==> src/rtl/sw_pkg.sv <==
// Shared definitions for the Smith-Waterman affine-gap PE.
// Holds the traceback direction codes, the NEG_INF floor as a function of
// the score width, and the saturating add/sub helpers. Helpers work on int
// and take the score width as an argument so any W up to 30 bits is covered.
package sw_pkg;

  typedef enum logic [1:0] {
    DIR_ZERO = 2'b00,
    DIR_DIAG = 2'b01,
    DIR_E    = 2'b10,
    DIR_F    = 2'b11
  } dir_e;

  // Lower clamp: -(2^(w-2)), leaving headroom below so gap penalties never wrap.
  function automatic int neg_inf(input int unsigned w);
    return -(1 << (w - 32'd2));
  endfunction

  // Upper clamp: 2^(w-1)-1.
  function automatic int pos_max(input int unsigned w);
    return (1 << (w - 32'd1)) - 1;
  endfunction

  function automatic int sat_clip(input int x, input int unsigned w);
    if (x > pos_max(w)) return pos_max(w);
    if (x < neg_inf(w)) return neg_inf(w);
    return x;
  endfunction

  function automatic int sat_add(input int a, input int b, input int unsigned w);
    return sat_clip(a + b, w);
  endfunction

  function automatic int sat_sub(input int a, input int b, input int unsigned w);
    return sat_clip(a - b, w);
  endfunction

  function automatic int smax2(input int a, input int b);
    return (a >= b) ? a : b;
  endfunction

endpackage

==> src/rtl/sw_max_sel.sv <==
// Combinational 4-way signed max of {D, E, F, 0} with traceback code.
// Ties resolve D > E > F > zero, so DIR_ZERO appears only when every
// candidate is strictly negative.
//   d_i, e_i, f_i : candidate scores
//   v_c           : selected cell score
//   dir_c         : traceback direction of the winner
module sw_max_sel
  import sw_pkg::*;
#(
  parameter int unsigned W = 10
) (
  input  logic signed [W-1:0] d_i,
  input  logic signed [W-1:0] e_i,
  input  logic signed [W-1:0] f_i,
  output logic signed [W-1:0] v_c,
  output dir_e                dir_c
);

  // Strict > against the running winner keeps the earlier (higher priority) candidate on ties.
  always_comb begin
    v_c   = d_i;
    dir_c = DIR_DIAG;
    if (e_i > v_c) begin
      v_c   = e_i;
      dir_c = DIR_E;
    end
    if (f_i > v_c) begin
      v_c   = f_i;
      dir_c = DIR_F;
    end
    if (v_c[W-1]) begin
      v_c   = '0;
      dir_c = DIR_ZERO;
    end
  end

endmodule

==> src/rtl/sw_pe_affine_cfg.sv <==
// Smith-Waterman systolic PE with affine gaps, runtime scoring and bubbles.
// One query symbol is held in S_reg; one reference symbol is scored per
// valid beat. All outputs are registered (1-cycle latency).
// Optional build macro SW_PE_LOCAL_MAX_EN adds per-row max tracking ports:
//   max_out / max_pos_out / max_valid_out.
// Ports:
//   clk, rst (sync, active-low)
//   cfg_we + cfg_match/mismatch/gap_open/gap_ext : scoring load
//   S_in/store_S_in -> S_out/store_S_out          : query store chain
//   T_in/valid_in/first_in/last_in -> *_out       : reference stream
//   V_in/F_in                                     : upstream V(i-1,j), F(i-1,j)
//   V_out/E_out/F_out/dir_out                     : this cell's scores and traceback
module sw_pe_affine_cfg
  import sw_pkg::*;
#(
  parameter int unsigned W     = 10,
  parameter int unsigned SYM_W = 2,
  parameter int unsigned POS_W = 16
) (
  input  logic                clk,
  input  logic                rst,
  input  logic                cfg_we,
  input  logic [W-1:0]        cfg_match,
  input  logic [W-1:0]        cfg_mismatch,
  input  logic [W-1:0]        cfg_gap_open,
  input  logic [W-1:0]        cfg_gap_ext,
  input  logic [SYM_W-1:0]    S_in,
  input  logic                store_S_in,
  output logic [SYM_W-1:0]    S_out,
  output logic                store_S_out,
  input  logic [SYM_W-1:0]    T_in,
  input  logic                valid_in,
  input  logic                first_in,
  input  logic                last_in,
  input  logic signed [W-1:0] V_in,
  input  logic signed [W-1:0] F_in,
  output logic signed [W-1:0] V_out,
  output logic signed [W-1:0] E_out,
  output logic signed [W-1:0] F_out,
  output logic [SYM_W-1:0]    T_out,
  output logic                valid_out,
  output logic                first_out,
  output logic                last_out,
  output logic [1:0]          dir_out
`ifdef SW_PE_LOCAL_MAX_EN
  ,
  output logic signed [W-1:0] max_out,
  output logic [POS_W-1:0]    max_pos_out,
  output logic                max_valid_out
`endif
);

  localparam logic signed [W-1:0] NEG_INF = W'(neg_inf(W));

  logic [SYM_W-1:0]    s_q;
  logic [W-1:0]        match_q, mismatch_q, go_q, ge_q;
  logic signed [W-1:0] v_diag_q, v_left_q, e_left_q;

  int                  vdiag_c, vleft_c, eleft_c, sub_c;
  logic signed [W-1:0] d_c, e_c, f_c, v_c;
  dir_e                dir_c;

  // Cell recurrence; a first-column beat sees an empty left/diagonal neighbourhood.
  always_comb begin
    vdiag_c = first_in ? 0 : int'(v_diag_q);
    vleft_c = first_in ? 0 : int'(v_left_q);
    eleft_c = first_in ? int'(NEG_INF) : int'(e_left_q);
    sub_c   = (T_in == s_q) ? int'(match_q) : -int'(mismatch_q);
    d_c     = W'(sat_add(vdiag_c, sub_c, W));
    e_c     = W'(smax2(sat_sub(vleft_c, int'(go_q), W),
                       sat_sub(eleft_c, int'(ge_q), W)));
    f_c     = W'(smax2(sat_sub(int'(V_in), int'(go_q), W),
                       sat_sub(int'(F_in), int'(ge_q), W)));
  end

  sw_max_sel #(.W(W)) u_max_sel (
    .d_i   (d_c),
    .e_i   (e_c),
    .f_i   (f_c),
    .v_c   (v_c),
    .dir_c (dir_c)
  );

  // Config/query loads and the scored beat share the edge, so a same-cycle beat uses old values.
  always_ff @(posedge clk) begin
    if (!rst) begin
      s_q         <= '0;
      match_q     <= '0;
      mismatch_q  <= '0;
      go_q        <= '0;
      ge_q        <= '0;
      v_diag_q    <= '0;
      v_left_q    <= '0;
      e_left_q    <= NEG_INF;
      V_out       <= '0;
      E_out       <= '0;
      F_out       <= '0;
      dir_out     <= '0;
      T_out       <= '0;
      valid_out   <= 1'b0;
      first_out   <= 1'b0;
      last_out    <= 1'b0;
      S_out       <= '0;
      store_S_out <= 1'b0;
    end else begin
      T_out       <= T_in;
      valid_out   <= valid_in;
      first_out   <= first_in;
      last_out    <= last_in;
      S_out       <= S_in;
      store_S_out <= store_S_in;
      if (store_S_in) s_q <= S_in;
      if (cfg_we) begin
        match_q    <= cfg_match;
        mismatch_q <= cfg_mismatch;
        go_q       <= cfg_gap_open;
        ge_q       <= cfg_gap_ext;
      end
      if (valid_in) begin
        v_diag_q <= V_in;
        v_left_q <= v_c;
        e_left_q <= e_c;
        V_out    <= v_c;
        E_out    <= e_c;
        F_out    <= f_c;
        dir_out  <= dir_c;
      end
    end
  end

`ifdef SW_PE_LOCAL_MAX_EN
  logic [POS_W-1:0]    col_q, col_c, pos_q, run_pos_c;
  logic signed [W-1:0] max_q, run_max_c;

  // Running row maximum including the current beat; strict > keeps the earliest column on ties.
  always_comb begin
    col_c     = first_in ? '0 : col_q + POS_W'(1);
    run_max_c = max_q;
    run_pos_c = pos_q;
    if (first_in || (v_c > max_q)) begin
      run_max_c = v_c;
      run_pos_c = col_c;
    end
  end

  always_ff @(posedge clk) begin
    if (!rst) begin
      col_q         <= '0;
      max_q         <= '0;
      pos_q         <= '0;
      max_out       <= '0;
      max_pos_out   <= '0;
      max_valid_out <= 1'b0;
    end else begin
      max_valid_out <= valid_in & last_in;
      if (valid_in) begin
        col_q <= col_c;
        max_q <= run_max_c;
        pos_q <= run_pos_c;
        if (last_in) begin
          max_out     <= run_max_c;
          max_pos_out <= run_pos_c;
        end
      end
    end
  end
`endif

endmodule

==> config.mk <==
export PLATFORM = sky130hd
export DESIGN_NAME = sw_pe_affine_cfg
export DESIGN_NICKNAME = d
export VERILOG_FILES = /design/src/rtl/sw_pkg.sv /design/src/rtl/sw_max_sel.sv /design/src/rtl/sw_pe_affine_cfg.sv
export SDC_FILE = /design/constraint.sdc
export NUM_CORES = 1
export LEC_CHECK = 0
export BUFFER_PORTS_ARGS = -buffer_cell sky130_fd_sc_hd__buf_2
export CAP_MARGIN = 20
export CORE_ASPECT_RATIO = 0.5
export CORE_UTILIZATION = 40
export DETAILED_ROUTE_END_ITERATION = 8
export HOLD_SLACK_MARGIN = 0.03
export PLACE_DENSITY_LB_ADDON = 0.08
export SKIP_LAST_GASP = 1
export SYNTH_ARGS = -nofsm -noshare
export SYNTH_HDL_FRONTEND = slang
export SYNTH_SLANG_ARGS = --single-unit
==> constraint.sdc <==
create_clock -name clk -period 14 [get_ports clk]
set_input_delay 2.8 -clock clk [delete_from_list [all_inputs] [get_ports clk]]
set_output_delay 2.8 -clock clk [all_outputs]
set_load 0.03 [all_outputs]
==> summary.md, run 1 <==
| Metric | Value |
|---|---|
| Outcome | `completed` |
| Mapped Area | `~11000 um2` |
| Lkg Pwr | `about 5.3 nW` |
| Worst path required time | `around 14 ns` |
| Crit. End Element | `register` |
| Clk slew on worst S/H paths | `around 0.08 ns` |
| Final Cycle Share | `0.935` |
| Max_slew headroom | `0.405` |
| Final period demand of the worst path | `about 13 ns` |
| Post-synth top area cell | `dfxtp_1` |
| Top cells by count, synth | `ha_1 (138), nor2b_1 (109), a21oi_1 (101)` |
| Die Width | `between 200 and 250 um` |
| Area of the multi-input gates | `about 8300 um2` |
| Max cap viols | `0` |
| Final number of hold-violating endpoints | `0` |
| Unrepaired setup endpoints after global routing | `false` |
| Number of distinct library cells after synthesis | `98` |
| First-pass GRT wire length | `between 50000 and 60000 um` |
| Antenna violations before repair | `0` |
| CTS buffer count | `9` |
| Via-to-Cell Ratio | `approximately 5.7` |
| # IOs | `111` |
| Mean Syn Cell Area | `approximately 7.8 um2` |
| Initial core utilization | `0.408` |
| Setup violators final | `0` |
| # fillers | `roughly 2700` |
| Die ar. | `around 28000 um2` |
| Clock latency at the later pin of the worst-skew pair | `0.37 ns` |
| Pre-antenna DRT Iters | `7` |
| CP Class | `in -> reg` |
| Ys async rst share | `0` |
| Hold Crit Class | `reg -> reg` |
| IO buf count | `about 110` |
| Yosys top cell area share | `0.172` |
| Sink Count | `93` |
| Max Root-Sink Buffers | `2` |
| GRT overflow | `0` |
| Seq/Total Area, Yosys | `0.172` |
| Cells after Synth | `about 1400` |
| Top cell by count, worst path | `ha_1` |
| Warnings from Yosys | `0` |
| CTS Root Cell | `clkbuf_16` |
| WL/cell | `18.7 um` |
| Worst-Margin Slew | `roughly 0.89 ns` |
| Maximum fanout along the worst path | `31` |
| Fin Hold WS | `about 0.47 ns` |
| FF/Latch Area | `about 1900 um2` |
| R2R Setup Slk | `3.44 ns` |
| Largest net degree at the start of global routing | `91` |
| Dpl hpwl | `between 20000 and 30000 um` |
| Core area | `around 26000 um2` |
| Crit-path slowest cell | `or4_1` |
| Bufs and invs on worst path | `4` |
| # DRC | `0` |
| Fin nets | `1670` |
| Ys flop type | `dfxtp_1` |
| Final Max Slew Viols | `0` |
| EDFF count, synth | `0` |
| First-iteration detailed-routing DRC count | `about 900` |
| Most common cell in the netlist | `ha_1` |
| CP Launch Type | `input pin` |
| Final Skew | `~0.011 ns` |
| FF+latch count, synth | `93` |
| IR drop worst, VDD | `0.135 mV` |
| Kind of cell adding the most delay to the critical path | `compound AO/OA/AOI/OAI gates` |
| Number of global-route vias before repair | `roughly 9600` |
| Power per Cell Area | `206 nW/um2` |
| Max Fclk | `between 70 and 80 MHz` |
| Synth area leaders | `dfxtp_1 (17%), ha_1 (16%), mux2i_1 (7.2%)` |
| H-tree lvl count | `3` |
| Routed WL | `about 34000 um` |
| GRT Overall Usage | `0.248` |
| Height of the die | `roughly 120 um` |
| CP max stage delay | `approximately 0.53 ns` |
| Syn_nets | `1591` |
| Via Count | `10300` |
| Final Wtd Congestion | `0.906` |
| Layout cells sized above 1 | `0.137` |
| Post-DRT Antenna Nets | `0` |
| Diodes inserted | `0` |
| Layout Area Growth over Synthesis | `10.4%` |
| CP arrival | `13.37 ns` |
| Setup TNS Final | `0 ns` |
| CTS tree | `built` |
| Cts hold-fix bufs | `0` |
| Placement Rows | `42` |
==> tightest hold or removal path: cells and delay by family (launching register included) <==
family          cells  cell delay (ns)
flops               1             0.31
compound gates      1             0.07
simple gates        1             0.05
==> cell usage in the layout, fill, tap and decap left out, types with 8 or more instances in the layout <==
cell / n
a211oi_1: 15
a21boi_0: 17
a21o_1: 19
a21oi_1: 101
a31oi_1: 17
and2_1: 17
buf_2: 109
buf_4: 17
clkbuf_16: 9
dfxtp_1: 93
ha_1: 138
inv_1: 78
mux2i_1: 78
nand2_1: 83
nand2b_1: 15
nand3_1: 23
nand4_1: 21
nor2_1: 100
nor2b_1: 109
nor3_1: 18
nor4_1: 11
o211ai_1: 13
o21a_1: 22
o21ai_0: 81
o21ai_1: 11
o21bai_1: 9
o22ai_1: 16
o31ai_1: 8
or2_2: 10
or3_1: 11
xnor2_1: 32
xor2_1: 16
==> through the flow <==
step / setup slack (ns) / cell area (um2) / util / total power [mW] / instances
2_1_floorplan: 1.71 / 10800 / - / 1.64 / 1377
3_3_place_gp: 0.663 / 11600 / 0.437 / 2.11 / 1795
3_5_place_dp: 0.376 / 11600 / 0.437 / 2.11 / 1795
4_1_cts: 0.755 / 11900 / 0.449 / 2.39 / 1811
5_1_grt: 0.0929 / 11900 / 0.450 / 2.65 / 1813
6_report: 0.913 / 11900 / 0.450 / 2.45 / 1813
==> final cells by class <==
cell class | count | share of cell area
clock buffers | 10 | 0.0192
clock inverters | 6 | 0.00651
inverters | 81 | 0.0255
multi-input cells | 1144 | 0.698
flip-flops and latches | 93 | 0.156
well taps | 352 | 0.0369
repair buffers | 127 | 0.0581
==> sequential cells by signal, summed over array words and instances (netlist names) <==
name / count
match_q: 10
mismatch_q: 10
valid_out: 1
s_q: 2
store_S_out: 1
T_out: 2
E_out: 10
ge_q: 10
v_diag_q: 10
S_out: 2
dir_out: 2
go_q: 10
e_left_q: 2
last_out: 1
F_out: 10
v_left_q: 9
first_out: 1
==> what timing repair did <==
| item | in CTS | in global routing |
|---|---|---|
| setup buffers | 0 | 2 |
| resized for setup | 0 | 1 |
| endpoints found under the hold margin | 0 | 0 |
| setup endpoints to repair | 0 | 9 |
==> logic make-up after synthesis <==
kind of cell,share of synthesized area
AOI/OAI and AO/OA,0.249
muxes,0.0786
and+or+nand+nor,0.232
buffers and inverters,0.0583
adders and majority gates,0.169
DFF,0.172
other,0.000347
xor gates and xnor gates,0.0404
==> power by group <==
| group | leakage [nW] | internal [mW] | switching [mW] | total [mW] |
|---|---|---|---|---|
| Combinational | 4.37 | 0.725 | 1.14 | 1.86 |
| Clock | 0.148 | 0.143 | 0.126 | 0.269 |
| Sequential | 0.767 | 0.298 | 0.0247 | 0.322 |
==> worst paths after layout <==
check | startpoint | to | depth (start not counted)
worst max-delay path | first_in | v_left_q[8]$_SDFFE_PN0P_ | 41
worst min-delay path | E_out[8]$_SDFFE_PN0P_ | E_out[8]$_SDFFE_PN0P_ | 2
worst max register to register | E_out[2]$_SDFFE_PN0P_ | v_left_q[8]$_SDFFE_PN0P_ | 40
worst min register to register | E_out[8]$_SDFFE_PN0P_ | E_out[8]$_SDFFE_PN0P_ | 2
==> metal layers <==
metal	vias up	track usage	share of wire
met5	-	0	0
met4	0	0.0544	0.013
met3	31	0.0338	0.044
met2	222	0.390	0.45
met1	4865	0.356	0.50
li1	5176	-	-
(Power assumes the default switching activity.)
==> inputs of run 2 (changes only) <==
Settings changed: ABC_AREA set to 0, REMOVE_ABC_BUFFERS set to 1.
==> summary.md, run 2 (same netlist as run 1, synthesis figures left out) <==
| Metric | Value |
|---|---|
| Outcome | `completed` |
| Layout cells sized above 1 | `0.137 (+0.000282)` |
| Crit. End Element | `register` |
| CP max stage delay | `0.72 ns (+0.19 ns)` |
| First-pass GRT wire length | `53700 um (+0.21%)` |
| CTS Root Cell | `clkbuf_16` |
| Final Skew | `0.0186 ns (+0.00767 ns)` |
| WL/cell | `18.8 um (+0.50%)` |
| Worst path required time | `14.27 ns (about the same)` |
| First-iteration detailed-routing DRC count | `734 (-16%)` |
| Final number of hold-violating endpoints | `0 (unchanged)` |
| Via Count | `10200 (-0.83%)` |
| Max cap viols | `0 (unchanged)` |
| Final Cycle Share | `0.939 (+0.00373)` |
| Final Max Slew Viols | `0 (unchanged)` |
| Unrepaired setup endpoints after global routing | `true` |
| Maximum fanout along the worst path | `31 (unchanged)` |
| Power per Cell Area | `204 nW/um2 (-0.88%)` |
| Core area | `26500 um2 (unchanged)` |
| FF/Latch Area | `1860 um2 (unchanged)` |
| Top cell by count, worst path | `ha_1` |
| Max_slew headroom | `0.279 (-0.126)` |
| CTS tree | `built` |
| Clk slew on worst S/H paths | `0.07 ns (about the same)` |
| Clock latency at the later pin of the worst-skew pair | `0.38 ns (about the same)` |
| # DRC | `0 (unchanged)` |
| Max Fclk | `76.1 MHz (-0.40%)` |
| CP arrival | `13.41 ns (+0.04 ns)` |
| Final cell count without fillers | `1810 (-0.17%)` |
| H-tree lvl count | `3 (unchanged)` |
| CP Class | `in -> reg` |
| Number of global-route vias before repair | `9791 (+1.9%)` |
| IR drop worst, VDD | `0.116 mV (-14%)` |
| Sink Count | `93 (unchanged)` |
| IO buf count | `109 (unchanged)` |
| # IOs | `111 (unchanged)` |
| Placement Rows | `42 (unchanged)` |
| Antenna violations before repair | `0 (unchanged)` |
| Fin Hold WS | `0.472 ns (-0.000189 ns)` |
| Via-to-Cell Ratio | `5.64 (-0.66%)` |
| Diodes inserted | `0 (unchanged)` |
| Final period demand of the worst path | `13.14 ns (+0.0522 ns)` |
| Routed WL | `34100 um (+0.34%)` |
| Bufs and invs on worst path | `4 (unchanged)` |
| Fin nets | `1667 (-0.18%)` |
| Placed insts | `1794 (-0.056%)` |
| Post-DRT Antenna Nets | `0 (unchanged)` |
| Kind of cell adding the most delay to the critical path | `compound AO/OA/AOI/OAI gates` |
| Area of the multi-input gates | `8320 um2 (about the same)` |
| CP Launch Type | `input pin` |
| GRT Overall Usage | `0.249 (+0.00159)` |
| Lkg Pwr | `5.26 nW (-0.44%)` |
| # fillers | `2760 (+2.1%)` |
| Hold Crit Class | `reg -> reg` |
| CTS buffer count | `9 (unchanged)` |
| Height of the die | `118 um (unchanged)` |
| Max Root-Sink Buffers | `2 (unchanged)` |
| Setup violators final | `0 (unchanged)` |
| Most frequent cells in the layout | `ha_1 (138), nor2b_1 (109), buf_2 (109)` |
| Final Wtd Congestion | `0.946 (+4.4%)` |
| Layout Area Growth over Synthesis | `10.1%` |
| Worst-Margin Slew | `1.06 ns (+0.173 ns)` |
| Die Width | `234 um (unchanged)` |
| Die ar. | `27700 um2 (unchanged)` |
| Crit-path slowest cell | `o311ai_4` |
| Pwr Total | `2.43 mW (-1.2%)` |
| Commonest non-fill, non-tap cell in the layout | `ha_1` |
| Pre-antenna DRT Iters | `5 (-2)` |
| GRT overflow | `0 (unchanged)` |
| Dpl hpwl | `27300 um (+0.70%)` |
| Post-CTS Setup Bufs | `0 (unchanged)` |
| Largest net degree at the start of global routing | `91 (unchanged)` |
| Initial core utilization | `0.408 (unchanged)` |
run 2: changes by cell type in the layout (fill, tap and decap cells not counted), sizes merged:
cell,change
buf,-3
run 2: path summary, 6_finish.rpt:
| kind | startpoint | end | slack, ns | cells past startpoint |
|---|---|---|---|---|
| worst max-delay path | first_in | v_left_q[1]$_SDFFE_PN0P_ | 0.86 | 42 |
| worst min-delay path | E_out[8]$_SDFFE_PN0P_ | E_out[8]$_SDFFE_PN0P_ | 0.47 | 2 |
| worst max register to register | E_out[4]$_SDFFE_PN0P_ | v_left_q[1]$_SDFFE_PN0P_ | 3.17 | 40 |
| worst min register to register | E_out[8]$_SDFFE_PN0P_ | E_out[8]$_SDFFE_PN0P_ | 0.47 | 2 |
run 2: routing by layer:
layer / up-vias / GRT usage / share of wire
li1: 5153 / - / -
met1: 4791 / 0.348 / 0.50
met2: 223 / 0.395 / 0.44
met3: 42 / 0.0413 / 0.040
met4: 0 / 0.0677 / 0.020
met5: - / 0 / 0
run 2: area by class of cell:
cell class,instances,area share
clock buffers,10,0.0193
multi-input cells,1144,0.700
repair buffers,124,0.0554
inverters,81,0.0256
flip-flops and latches,93,0.157
well taps,352,0.0370
clock inverters,6,0.00652
run 2: worst reg2reg max path: cells and delay by family, from the launching register on:
family                   cells  cell delay [ns]
flip-flops                   1             0.42
adder cells (fa/ha/maj)      5             1.40
multiplexers                 2             0.65
buffers and inverters        2             0.31
AO/OA/AOI/OAI               15             4.56
AND/OR/NAND/NOR             16             3.39
run 2: metrics by stage:
stage	util	area, um2	setup slack (ns)	TNS [ns]
after floorplan	-	10500	2.38	0
after global placement	0.437	11600	0.658	0
after detailed placement	0.437	11600	0.411	0
after CTS	0.448	11900	0.806	0
after global routing	0.449	11900	-0.0230	-0.0230
final	0.449	11900	0.860	0
run 2: repair_timing:
item	CTS	global route
hold buffers	0	0
resized for setup	0	3
hold endpoints to repair	0	0
endpoints found under the setup margin	0	9
run 2: where the power goes:
group | internal, mW | switching (mW) | total [mW]
clock network | 0.143 | 0.126 | 0.269
logic | 0.701 | 1.13 | 1.84
registers | 0.298 | 0.0239 | 0.322
total | 1.14 | 1.28 | 2.43
